`config.mk`:
```
export PLATFORM = sky130hd
export DESIGN_NAME = forward_unit
export DESIGN_NICKNAME = d
export VERILOG_FILES = /design/src/rtl/forward_unit_pkg.sv /design/src/rtl/forward_unit_slot.sv /design/src/rtl/forward_unit.sv
export SDC_FILE = /design/constraint.sdc
export NUM_CORES = 1
export LEC_CHECK = 0
export BUFFER_PORTS_ARGS = -buffer_cell sky130_fd_sc_hd__buf_2
export CAP_MARGIN = 20
export CORE_ASPECT_RATIO = 1.4
export CORE_MARGIN = 1
export CORE_UTILIZATION = 29
export DETAILED_ROUTE_END_ITERATION = 10
export PLACE_DENSITY = 0.74
export SETUP_SLACK_MARGIN = 0.15
export SYNTH_ARGS = -nofsm -noshare
export SYNTH_HDL_FRONTEND = slang
export SYNTH_SLANG_ARGS = --single-unit
```
`constraint.sdc`:
```
create_clock -name clk -period 2.27 [get_ports clk]
set_clock_uncertainty 0.15 [all_clocks]
set_input_delay 0.3405 -clock clk [delete_from_list [all_inputs] [get_ports clk]]
set_output_delay 0.3405 -clock clk [all_outputs]
set_load 0.01 [all_outputs]
```
`src/rtl/forward_unit_pkg.sv`:
```
// Shared types and layout constants for the decode-stage forwarding producer.
package forward_unit_pkg;

  localparam int unsigned REG_W     = 3;
  localparam int unsigned DATA_W    = 16;
  localparam int unsigned NUM_SLOTS = 3;
  localparam int unsigned FIELD_W   = REG_W + 1;
  localparam int unsigned FV_W      = NUM_SLOTS * FIELD_W;
  localparam int unsigned FD_W      = NUM_SLOTS * DATA_W;

  // Bit offsets of each slot field inside Forwarding_vector
  localparam int unsigned EX_OFF    = 0;
  localparam int unsigned MEM_OFF   = 4;
  localparam int unsigned WB_OFF    = 8;
  localparam int unsigned VALID_OFF = 3;

  // Bit offsets of each data lane inside Forwarding_data
  localparam int unsigned EX_LANE  = 0;
  localparam int unsigned MEM_LANE = 16;
  localparam int unsigned WB_LANE  = 32;

  // One in-flight register write
  typedef struct packed {
    logic             v;
    logic [REG_W-1:0] tag;
    logic             ld;
  } slot_t;

  localparam slot_t SLOT_RESET = '{v: 1'b0, tag: '0, ld: 1'b0};

  // Build one {valid, tag} field; the tag is always reported, valid is gated by the caller
  function automatic logic [FIELD_W-1:0] fwd_field(input slot_t s, input logic fwd_ok);
    logic [FIELD_W-1:0] f;
    f                = '0;
    f[REG_W-1:0]     = s.tag;
    f[VALID_OFF]     = fwd_ok;
    return f;
  endfunction

  // Source operand matches the slot destination
  function automatic logic tag_hit(input logic used, input logic [REG_W-1:0] sel,
                                   input slot_t s);
    return used & (sel == s.tag);
  endfunction

endpackage

```
`src/rtl/forward_unit_slot.sv`:
```
// Single registered pipeline slot with synchronous reset, load enable and bubble injection.
module fwd_slot
  import forward_unit_pkg::*;
(
  input  logic  clk,
  input  logic  rst,
  input  logic  en,
  input  logic  bubble,
  input  slot_t d,
  output slot_t q
);

  // Register the slot; a bubble kills v and ld but keeps the tag visible
  always_ff @(posedge clk) begin
    if (rst) begin
      q <= SLOT_RESET;
    end else if (en) begin
      q.v   <= d.v & ~bubble;
      q.tag <= d.tag;
      q.ld  <= d.ld & ~bubble;
    end
  end

endmodule

```
`src/rtl/forward_unit.sv`:
```
// Forwarding producer: tracks destination tags through EX/MEM/WB, flags load-use hazards.
module forward_unit
  import forward_unit_pkg::*;
#(
  parameter int unsigned CNT_W = 16
) (
  input  logic              clk,
  input  logic              rst,
  input  logic              Dec_Valid,
  input  logic              Dec_RegWrite,
  input  logic              Dec_MemRead,
  input  logic [REG_W-1:0]  Dec_Write_reg_sel,
  input  logic [REG_W-1:0]  Read1_sel,
  input  logic [REG_W-1:0]  Read2_sel,
  input  logic              Read1_used,
  input  logic              Read2_used,
  input  logic              Flush,
  input  logic [DATA_W-1:0] Ex_result,
  input  logic [DATA_W-1:0] Mem_result,
  input  logic [DATA_W-1:0] Wb_data,
  output logic [FV_W-1:0]   Forwarding_vector,
  output logic [FD_W-1:0]   Forwarding_data,
  output logic              Stall,
  output logic [CNT_W-1:0]  Stall_count,
  output logic              err
);

  slot_t ex_new;
  slot_t ex_q;
  slot_t mem_q;
  slot_t wb_q;
  logic  ex_bubble;
  logic  src_hit;

  // Candidate EX entry from the decode instruction
  always_comb begin
    ex_new     = SLOT_RESET;
    ex_new.v   = Dec_Valid & Dec_RegWrite;
    ex_new.tag = Dec_Write_reg_sel;
    ex_new.ld  = Dec_Valid & Dec_RegWrite & Dec_MemRead;
  end

  // Load-use hazard against the EX slot; flush suppresses it
  always_comb begin
    src_hit = tag_hit(Read1_used, Read1_sel, ex_q) | tag_hit(Read2_used, Read2_sel, ex_q);
    Stall   = Dec_Valid & ~Flush & ex_q.v & ex_q.ld & src_hit;
  end

  // Killed or held decode instructions enter EX as bubbles
  always_comb begin
    ex_bubble = Flush | Stall;
  end

  fwd_slot u_ex (
    .clk    (clk),
    .rst    (rst),
    .en     (1'b1),
    .bubble (ex_bubble),
    .d      (ex_new),
    .q      (ex_q)
  );

  fwd_slot u_mem (
    .clk    (clk),
    .rst    (rst),
    .en     (1'b1),
    .bubble (1'b0),
    .d      (ex_q),
    .q      (mem_q)
  );

  fwd_slot u_wb (
    .clk    (clk),
    .rst    (rst),
    .en     (1'b1),
    .bubble (1'b0),
    .d      (mem_q),
    .q      (wb_q)
  );

  // Publish slot tags; EX loads are not forwardable yet
  always_comb begin
    Forwarding_vector                     = '0;
    Forwarding_vector[EX_OFF  +: FIELD_W] = fwd_field(ex_q, ex_q.v & ~ex_q.ld);
    Forwarding_vector[MEM_OFF +: FIELD_W] = fwd_field(mem_q, mem_q.v);
    Forwarding_vector[WB_OFF  +: FIELD_W] = fwd_field(wb_q, wb_q.v);
  end

  // Data lanes are a straight concatenation of the stage results
  always_comb begin
    Forwarding_data                     = '0;
    Forwarding_data[EX_LANE  +: DATA_W] = Ex_result;
    Forwarding_data[MEM_LANE +: DATA_W] = Mem_result;
    Forwarding_data[WB_LANE  +: DATA_W] = Wb_data;
  end

  // A load without a register write is malformed decode control
  always_comb begin
    err = Dec_Valid & Dec_MemRead & ~Dec_RegWrite;
  end

  // Saturating stall-cycle counter
  always_ff @(posedge clk) begin
    if (rst) begin
      Stall_count <= '0;
    end else if (Stall && (Stall_count != {CNT_W{1'b1}})) begin
      Stall_count <= Stall_count + CNT_W'(1);
    end
  end

endmodule
```
---- Word-level counts from Yosys, hierarchy flattened ----
Cells that the tools add are included.
storage, ports and cells
  logic and storage cells ................. 32
  output and inout port bits .............. 78
  bits of input ports ..................... 65
  flip-flop bits (word level) ............. 29
cells by class
  bitwise logic cells ..................... 19
  add/sub/neg operators ................... 1
  equal/unequal tests ..................... 3
  reduce and logical (&&, ||, !) cells .... 1
operators by type and width
  kind                                           number
  adder 16 x 1 -> 16 bit, second input constant  1
  inequality test 16 bit, second input constant  1
  AND 1 bit                                      13
  equality test 3 bit                            2
  inverter 1 bit                                 4
  bitwise OR 1 bit                               2
  logical AND 1 bit                              1

---- Depth between registers and ports, before layout ----
Gate-level depths: netlist of the first run.
  depth after elaboration ................. 8
  gate-level depth with buffers ........... 7
  depth with buffers taken out ............ 6

---- By module ----
Synthesis of the first run repeated with hierarchy kept, for this count alone.
second synthesis, totals
  cells, all modules ...................... 232
  area, all modules ....................... 2037.0 sq um
by module, submodules not included
  module        sequential area each (sq um)  times used  area each (sq um)  cells an instance
  forward_unit  320.3                         1           1466.4             178
  fwd_slot      100.1                         3           190.2              18

---- Least setup slack after synthesis of the first run ----
No wires, ideal clock.
  path kind ............................... flip-flop to flip-flop
  start ................................... reg Stall_count[0]
  end ..................................... reg Stall_count[7]
  slack ................................... 0.202 ns
  arrival time ............................ 1.795 ns
  stages on the path, launching flop included .. 7
  setup time .............................. 0.123 ns
  cell sequence ........................... dfxtp_1 -> ha_1 -> nand2_1 -> or3_1 -> or2_1 -> nand4_1 -> mux2_1
on the way
  word-level cells in the longest chain between the ends .. 2
  elaborated cells between the ends (all ways) .. 3
  classes of those cells .................. add/sub: 1; eq/ne: 1; reduce/logical: 1
ends and longest elaborated chain
  item                                                            line                 source
  start: declaration                                              forward_unit.sv:24   output logic [CNT_W-1:0] Stall_count,
  start signal: assignment                                        forward_unit.sv:107  Stall_count <= Stall_count + CNT_W'(1);
  branches (longest 2 deep; another with adder 16 x 1 -> 16 bit)  --
Parallel ways; which one is timed is not known.
A chain may end at the register's enable or synchronous reset.

---- Worst setup path in the final report of the first run ----
  start ................................... reg u_ex.q[2] (netlist name)
  end ..................................... out Stall
on the way
  word-level cells in the longest chain between the ends .. 4
  elaborated cells between the ends (all ways) .. 6
  classes of those cells .................. eq/ne: 2; bitwise: 4
ends and longest elaborated chain
  item                 line                     source
  start: declaration   forward_unit_slot.sv:10  output slot_t q
  equality test 3 bit  forward_unit_pkg.sv:43   return used & (sel == s.tag);
  AND 1 bit            forward_unit_pkg.sv:43
  bitwise OR 1 bit *   forward_unit.sv:45       src_hit = tag_hit(Read1_used, Read1_sel, ex_q) | tag_hit(Read2_used, Read2_sel, ex_q);
  AND 1 bit *          forward_unit.sv:46       Stall = Dec_Valid & ~Flush & ex_q.v & ex_q.ld & src_hit;
  end: declaration     forward_unit.sv:23       output logic Stall,
Every way passes the cells marked *; elsewhere a longest branch is shown, timed or not.

==> results of run 1 <==
worst max-delay path by stage:
| stage | end | slack (ns) | cells past startpoint |
|---|---|---|---|
| 6_report | Stall | 0.26 | 5 |
| 5_1_grt | Stall | 0.14 | 5 |
| 4_1_cts | Stall | 0.15 | 5 |
| 3_5_place_dp | Stall_count[7]$_SDFFE_PP0P_ | 0.14 | 6 |
| 3_3_place_gp | Stall_count[7]$_SDFFE_PP0P_ | 0.22 | 6 |
| 2_1_floorplan | Stall_count[7]$_SDFFE_PP0P_ | 0.20 | 6 |
per-stage QoR:
| step | instances | setup slack, ns | power (mW) |
|---|---|---|---|
| floorplan | 189 | 0.202 | 0.651 |
| global placement | 252 | 0.216 | 0.589 |
| detailed placement | 252 | 0.142 | 0.590 |
| CTS | 259 | 0.151 | 1.02 |
| global route | 259 | 0.139 | 1.05 |
| finish | 259 | 0.255 | 1.01 |
kinds of logic (layout without fill, tap and decap cells):
kind of cell / after synthesis / in the layout / share of synthesized area [%]
fa+ha+maj: 1 / 1 / 0.742
compound gates: 30 / 30 / 11.5
flops: 29 / 29 / 34.4
buf+inv: 61 / 63 / 25.5
xor+xnor: 6 / 6 / 3.12
mux: 2 / 2 / 1.34
simple gates: 60 / 60 / 23.4
timing repair:
action / 4_1_cts / 5_1_grt
setup endpoints to repair: 1 / 3
cloned: 0 / 0
pin swaps: 0 / 0
resized for setup: 1 / 4
endpoints found under the hold margin: 0 / 0
registers in the layout, summed over array words and instances (netlist names):
signal and cells:
u_ex.q 5, u_mem.q 4, Stall_count 16, u_wb.q 4
routing by layer:
metal  part of all wire [%]  track usage, %  vias to the layer above
met3                    6.9            3.73                       28
li1                       -               -                      622
met1                     39            11.5                      587
met4                    6.4            9.93                        0
met2                     48            20.2                       44
met5                      0               0                        -
final cells by class:
| class | count | area, sq um | area share (%) |
|---|---|---|---|
| Multi-Input combinational cell | 99 | 691 | 39.8 |
| Timing Repair Buffer | 52 | 275 | 15.9 |
| Clock buffer | 7 | 86.3 | 4.97 |
| Tap cell | 68 | 85.1 | 4.90 |
| Sequential cell | 29 | 583 | 33.6 |
| Inverter | 4 | 15.0 | 0.865 |
worst reg2reg max path: stages, from the launching register on:
cell,delay [ns]
dfxtp_2,0.36
ha_1,0.19
nand2_2,0.09
or3_4,0.41
or2_1,0.27
nand4_1,0.11
mux2_1,0.31
power by group through the flow:
stage	clock network, mW	registers (mW)	logic [mW]
floorplan	0	0.534	0.117
global placement	0	0.533	0.0552
detailed placement	0	0.534	0.0568
CTS	0.441	0.522	0.0569
global route	0.463	0.523	0.0617
finish	0.429	0.522	0.0557
cells in the final DEF, fill, tap and decap left out, types with 5 or more instances in the layout:
cell type / n
buf_2: 46
or4_1: 8
nor2b_1: 14
clkbuf_8: 6
xnor2_1: 6
a21oi_1: 12
o31ai_1: 8
buf_4: 6
nand4_1: 5
dfxtp_1: 27
nand3_1: 5
==> out/metrics.yaml, run 1 <==
first_iter_violations: 19
ant_nets: 0
cpLargestDelayFamily: "flip-flops"
drive_above_1_share_pct: 36.1
hp-start: "Dec_Write_reg_sel[0]"
seq_power_share_pct: 51.9
die_h_microns: 92.2
r2r_setup_slack_ns: 0.26
cts_buffer_depth: 2
core_area_sq_um: 5570
antenna_cells: 0
clkPwrFrac_pct: 42.6
swShare_pct: 21.9
max_slew.worst_pin.slew_ns: 0.367
outcome: "finished clean"
path_class: "flip-flop to primary output"
p_sw_mw: 0.221
path_clk_slew_ns: 0.06
route.detailed.drc: 0
max-vdd-ir-drop_mv: 0.276
combPwrFrac_pct: 5.5
htree_num_levels: 2
cts_tree: "yes"
overflow: 0
maxCapViolCount: 0
path_cells: "xnor2_1 -> and4_1 -> o21ai_4 -> inv_2 -> buf_2"
slew_violations: 0
gr-usage-all-layers_pct: 12.0
yosysWarnings: 0
p_int_mw: 0.786
hold_end: "u_ex.q[1]$_SDFF_PP0_"
cp_data_arrival_time_ns: 1.52
cts_buffers: 5
holdBufCountCts: 0
clock-sinks: 29
final.min_clock_period_ns: 2.01
critPathMaxFanout: 10
yosys_most_used_dff: "dfxtp_1"
rsz0062_at_grt: "true"
finalSetupTns_ns: 0
ctsRootBufferMaster: "clkbuf_8"
startpoint: "u_ex.q[2]$_SDFF_PP0_"
ys_ff_latch: 29
grt_pass1_vias: 1164
drt_pass1_iterations: 2
insertion_delay_ns: 0.27
yosysTopAreaCellShare_pct: 34.4
place.gp.congestion: 0.804
floorplan.initialDensity_pct: 30.3
syn-cell-area_sq_um: 1690
synth_area_per_cell_sq_um: 8.92
wire_per_inst_microns: 13.8
p_leak_nw: 0.732
ys_seq_area_share_pct: 34.4
fillers: 592
synth_edf_count: 0
final_core_util_pct: 31.2
ys_top_cells_by_count: "51 x buf_4, 29 x dfxtp_1, 14 x nor2b_1"
cp-start-kind: "flip-flop"
areaGrowthSynthToFinish_pct: 2.89
synth_cell_types: 38
worstReg2RegEnd: "Stall_count[7]$_SDFFE_PP0P_"
yosysTopAreaCell: "dfxtp_1"
totalWireLength_microns: 3560
dieArea_sq_um: 6130
syn-instance-count: 189
port-buffer-count: 46
via_count: 1281
hpwl_microns: 2720
synth_fp_nets: 255
finalCritPeriodShare_pct: 88.8
synthArstFlopShare_pct: 0
viasPerCell: 4.95
critPathMaxStageDelay_ns: 0.40
io_pins: 143
critPathSlowestCell: "dfxtp_1"
rr_worst_depth: 6
slew_headroom_pct: 75.5
required_ns: 1.78
setup_viol: 0
fmax_mhz: 496
cp-end-kind: "primary output"
crit_buf_inv: 2
die_width_microns: 66.5
grt_pass1_wl_microns: 5440
synth_most_common_cell: "buf_4"
postCtsSetupRepairBufs: 0
hold_ws_ns: 0.122
hold_path.class: "input pin to flip-flop"
nNetsFinal: 257
hold_viol_final: 0
row_count: 32
hold_depth: 2
postPlaceCellArea_sq_um: 1630
antenna_found_initial: 0
powerDensity_nw_per_um2: 580
synth_area_leaders: "dfxtp_1 34%, buf_4 23%, nor2b_1 5.2%"
grt_max_degree: 20
r2r-start: "Stall_count[1]$_SDFFE_PP0P_"
fin_area_sq_um: 1740
Power figures use the tool's default switching activity.
==> run 2, diff against run 1 <==
- PLACE_DENSITY: 0.74 -> 0.7
- SYNTH_HIERARCHICAL: not set -> 1
==> out/metrics.yaml, run 2 <==
slew_violations: 0  # unchanged
overflow: 0  # unchanged
core_area_sq_um: 6570  # was 5570 sq um
nNetsFinal: 291  # was 257
place.gp.congestion: 0.830  # was 0.804
maxCapViolCount: 0  # unchanged
ctsRootBufferMaster: "clkbuf_8"  # unchanged
critPathSlowestCell: "dfxtp_2"  # was dfxtp_1
floorplan.initialDensity_pct: 29.8  # was 30.3%
fmax_mhz: 505  # was 496 MHz
finalSetupTns_ns: 0  # unchanged
cp_data_arrival_time_ns: 1.99  # was 1.52 ns
dpl.cell_count: 292  # was 252
cpLargestDelayFamily: "simple AND/OR/NAND/NOR gates"  # was flip-flops
p_leak_nw: 0.839  # was 0.732 nW
cts_tree: "yes"  # unchanged
cts_buffer_depth: 2  # unchanged
regMostFlops: "Stall_count"  # unchanged
max-vdd-ir-drop_mv: 0.161  # was 0.276 mV
final_core_util_pct: 30.3  # was 31.2%
clock-sinks: 29  # unchanged
hold_viol_final: 0  # unchanged
grt_pass1_wl_microns: 7580  # was 5440 microns
insertion_delay_ns: 0.27  # about the same
critPathMaxStageDelay_ns: 0.38  # was 0.40 ns
max_slew.worst_pin.slew_ns: 0.682  # was 0.367 ns
cts_buffers: 5  # unchanged
final_cell_mix: "46 x buf_2, 26 x dfxtp_1, 25 x nor2_1"  # was 46 x buf_2, 27 x dfxtp_1, 14 x nor2b_1
rsz0062_at_grt: "false"  # was true
grt_max_degree: 41  # was 20
port-buffer-count: 46  # unchanged
required_ns: 2.28  # was 1.78 ns
hold_path.class: "input pin to flip-flop"  # unchanged
powerDensity_nw_per_um2: 509  # was 580 nW/um^2
path_clk_slew_ns: 0.06  # about the same
htree_num_levels: 2  # unchanged
antenna_found_initial: 3  # was 0
syn-cell-area_sq_um: 1960  # was 1690 sq um
holdBufCountCts: 0  # unchanged
outcome: "finished clean"  # unchanged
synth_area_per_cell_sq_um: 8.75  # was 8.92 sq um
final_common_cell: "buf_2"  # unchanged
totalWireLength_microns: 5070  # was 3560 microns
finalCritPeriodShare_pct: 87.3  # was 88.8%
wire_per_inst_microns: 16.7  # was 13.8 microns
hpwl_microns: 3930  # was 2720 microns
die_h_microns: 99.3  # was 92.2 microns
dieArea_sq_um: 7090  # was 6130 sq um
drive_above_1_share_pct: 35.0  # was 36.1%
setup_viol: 0  # unchanged
critPathMaxFanout: 20  # was 10
top_regs: "Stall_count x16, u_ex/q x5"  # was Stall_count x16, u_ex.q x5
via_count: 1497  # was 1281
first_iter_violations: 25  # was 19
drt_pass1_iterations: 4  # was 2
hold_ws_ns: 0.175  # was 0.122 ns
io_pins: 143  # unchanged
viasPerCell: 4.94  # was 4.95
syn-instance-count: 224  # was 189
cp-start-kind: "flip-flop"  # unchanged
path_cells: "xnor2_1 -> and4_1 -> a41oi_2 -> buf_4 -> nor4_1 -> mux2_2"  # was xnor2_1 -> and4_1 -> o21ai_4 -> inv_2 -> buf_2
slew_headroom_pct: 54.5  # was 75.5%
yosysWarnings: 6  # was 0
areaGrowthSynthToFinish_pct: 1.53  # was 2.89%
row_count: 35  # was 32
gr-usage-all-layers_pct: 14.4  # was 12.0%
path_class: "flip-flop to flip-flop"  # was flip-flop to primary output
final.min_clock_period_ns: 1.98  # was 2.01 ns
largest_reg_flops: 16  # unchanged
route.detailed.drc: 0  # unchanged
cp-end-kind: "flip-flop"  # was primary output
ant_nets: 0  # unchanged
die_width_microns: 71.5  # was 66.5 microns
fin_cells: 303  # was 259
crit_buf_inv: 1  # was 2
grt_pass1_vias: 1401  # was 1164
==> run 2: metrics by stage <==
step / total power [mW] / instance area [sq um] / setup WS (ns)
2_1_floorplan: 0.684 / 1970 / 0.343
3_5_place_dp: 0.624 / 1890 / 0.167
6_report: 1.01 / 1990 / 0.289
3_3_place_gp: 0.623 / 1890 / 0.248
5_1_grt: 1.07 / 1980 / 0.194
4_1_cts: 1.03 / 1970 / 0.196
==> run 2: worst reg2reg max path, stage by stage (launching register included) <==
cell and delay (ns):
dfxtp_2 0.38, xnor2_1 0.14, and4_1 0.23, a41oi_2 0.05
buf_4 0.23, nor4_1 0.32, mux2_2 0.38
==> run 2: final timing paths <==
path	cells past startpoint	slack [ns]	startpoint	endpoint
max	6	0.29	u_ex/q[3]$_SDFFE_PP0P_	Stall_count[9]$_SDFFE_PP0P_
min	3	0.17	Dec_Write_reg_sel[1]	u_ex/q[2]$_SDFFE_PP0P_
max reg2reg	6	0.29	u_ex/q[3]$_SDFFE_PP0P_	Stall_count[9]$_SDFFE_PP0P_
min reg2reg	2	0.36	u_mem/q[4]$_SDFFE_PP0P_	u_wb/q[4]$_SDFFE_PP0P_
==> run 2: power by group <==
part           internal [mW]  switching, mW  leakage [nW]  total, mW
combinational         0.0407         0.0509         0.564     0.0916
clock                  0.217          0.180        0.0395      0.397
sequential             0.517        0.00770         0.236      0.524
==> run 2: area by class of cell <==
| cell class | count | area, sq um |
|---|---|---|
| Clock buffer | 8 | 80.1 |
| Tap cell | 74 | 92.6 |
| Multi-Input combinational cell | 138 | 965 |
| Inverter | 2 | 7.51 |
| Antenna cell | 3 | 7.51 |
| Sequential cell | 29 | 584 |
| Timing Repair Buffer | 49 | 253 |
| Fill cell | 698 | 4580 |
==> run 2: what timing repair did <==
item	CTS	global route
buffers inserted	0	0
hold endpoints to repair	0	0
gates resized for setup	0	5
setup endpoints to repair	0	6
==> run 2: layer usage <==
| layer | up-vias | track usage [%] | routed length [microns] |
|---|---|---|---|
| met5 | - | 0 | 0 |
| met4 | 0 | 12.2 | 382 |
| met3 | 46 | 9.83 | 847 |
| met2 | 63 | 22.0 | 2290 |
| met1 | 665 | 12.8 | 1550 |
| li1 | 723 | - | - |
==> run 3, diff against run 2 <==
- CORE_MARGIN: 1 -> not set
- CORE_UTILIZATION: 29 -> 40
- PLACE_DENSITY: 0.7 -> 0.88
==> out/metrics.yaml, run 3 (synthesized netlist as in run 2, its figures left out) <==
htree_num_levels: 2  # unchanged
grt_max_degree: 41  # unchanged
register_area_sq_um: 584  # unchanged
ctsRootBufferMaster: "clkbuf_8"  # unchanged
worst_slack_ns: 0.304  # was 0.289 ns
final_cell_mix: "46 x buf_2, 26 x dfxtp_1, 25 x nor2_1"  # unchanged
first_iter_violations: 48  # was 25
grt_pass1_vias: 1334  # was 1401
floorplan.initialDensity_pct: 42.5  # was 29.8%
top_regs: "Stall_count x16, u_ex/q x5"  # unchanged
holdBufCountCts: 0  # unchanged
rsz0062_at_grt: "false"  # unchanged
path_clk_slew_ns: 0.06  # about the same
hold_path.class: "input pin to flip-flop"  # unchanged
hold_viol_final: 0  # unchanged
max-vdd-ir-drop_mv: 0.292  # was 0.161 mV
setup_viol: 0  # unchanged
areaGrowthSynthToFinish_pct: 1.79  # was 1.53%
viasPerCell: 5.09  # was 4.94
finalCritPeriodShare_pct: 86.6  # was 87.3%
cts_tree: "yes"  # unchanged
antenna_cells: 0  # was 3
grt_pass1_wl_microns: 6250  # was 7580 microns
cp-start-kind: "flip-flop"  # unchanged
dieArea_sq_um: 5190  # was 7090 sq um
clock-sinks: 29  # unchanged
drive_above_1_share_pct: 36.7  # was 35.0%
path_class: "flip-flop to flip-flop"  # unchanged
cp-end-kind: "flip-flop"  # unchanged
hpwl_microns: 3140  # was 3930 microns
final.min_clock_period_ns: 1.97  # was 1.98 ns
slew_headroom_pct: 55.3  # was 54.5%
p_leak_nw: 0.853  # was 0.839 nW
finalSetupTns_ns: 0  # unchanged
slew_violations: 0  # unchanged
cts-resized-gates: 0  # unchanged
fillers: 460  # was 698
required_ns: 2.29  # was 2.28 ns
port-buffer-count: 46  # unchanged
drt_pass1_iterations: 4  # unchanged
hold_ws_ns: 0.151  # was 0.175 ns
die_h_microns: 84.8  # was 99.3 microns
wire_per_inst_microns: 14.3  # was 16.7 microns
gr-usage-all-layers_pct: 16.5  # was 14.4%
max_slew.worst_pin.slew_ns: 0.671  # was 0.682 ns
regMostFlops: "Stall_count"  # unchanged
cts_buffers: 5  # unchanged
fmax_mhz: 509  # was 505 MHz
insertion_delay_ns: 0.28  # was 0.27 ns
core_area_sq_um: 4610  # was 6570 sq um
nNetsFinal: 291  # unchanged
ant_nets: 0  # unchanged
overflow: 0  # unchanged
route.detailed.drc: 0  # unchanged
outcome: "finished clean"  # unchanged
maxCapViolCount: 0  # unchanged
postCtsSetupRepairBufs: 0  # unchanged
totalWireLength_microns: 4120  # was 5070 microns
place_ws_ns: 0.165  # was 0.167 ns
powerDensity_nw_per_um2: 542  # was 509 nW/um^2
io_pins: 143  # unchanged
cp_data_arrival_time_ns: 1.99  # about the same
die_width_microns: 61.2  # was 71.5 microns
multi_input_area_sq_um: 971  # was 965 sq um
antenna_found_initial: 0  # was 3
row_count: 29  # was 35
via_count: 1466  # was 1497
power_mw: 1.08  # was 1.01 mW
final_common_cell: "buf_2"  # unchanged
critPathMaxFanout: 19  # was 20
place.gp.congestion: 0.792  # was 0.830
largest_reg_flops: 16  # unchanged
cts_buffer_depth: 2  # unchanged
## run 3: critical path: stages, from the launching register on
cell     delay (ns)
dfxtp_2        0.37
xnor2_1        0.13
and4_1         0.22
a41oi_2        0.06
buf_4          0.24
nor4_1         0.32
mux2_2         0.36
## run 3: final timing paths
kind	to	slack (ns)	cells after the start	start
setup / recovery	Stall_count[5]$_SDFFE_PP0P_	0.30	6	u_ex/q[1]$_SDFFE_PP0P_
hold / removal	u_ex/q[2]$_SDFFE_PP0P_	0.15	3	Dec_Write_reg_sel[1]
setup reg to reg	Stall_count[5]$_SDFFE_PP0P_	0.30	6	u_ex/q[1]$_SDFFE_PP0P_
hold reg to reg	u_wb/q[4]$_SDFFE_PP0P_	0.35	2	u_mem/q[4]$_SDFFE_PP0P_
## run 3: routing by layer
| metal | vias to the layer above | part of all wire [%] | routed length, microns | track usage [%] |
|---|---|---|---|---|
| met3 | 24 | 12 | 477 | 8.08 |
| met1 | 665 | 36 | 1470 | 16.3 |
| met4 | 0 | 5.3 | 217 | 13.2 |
| met5 | - | 0 | 0 | 0 |
| li1 | 722 | - | - | - |
| met2 | 55 | 47 | 1960 | 25.4 |
## run 3: layout make-up
class	instances	area share, %
multi-input cells	138	48.7
flip-flops and latches	29	29.3
repair buffers	49	12.7
clock buffers	7	4.83
well taps	62	3.89
inverters	2	0.376
clock inverters	1	0.251
## run 3: where the power goes
part | leakage (nW) | internal, mW | switching (mW)
Sequential | 0.236 | 0.516 | 0.00714
Combinational | 0.564 | 0.0407 | 0.0505
Clock | 0.0542 | 0.273 | 0.193
## run 3: through the flow
| step | cells | area [sq um] | util (%) |
|---|---|---|---|
| after floorplan | 227 | 1970 | - |
| after global placement | 280 | 1870 | 40.6 |
| after detailed placement | 280 | 1870 | 40.6 |
| after CTS | 288 | 1970 | 42.8 |
| after global routing | 288 | 1990 | 43.3 |
| final | 288 | 1990 | 43.3 |
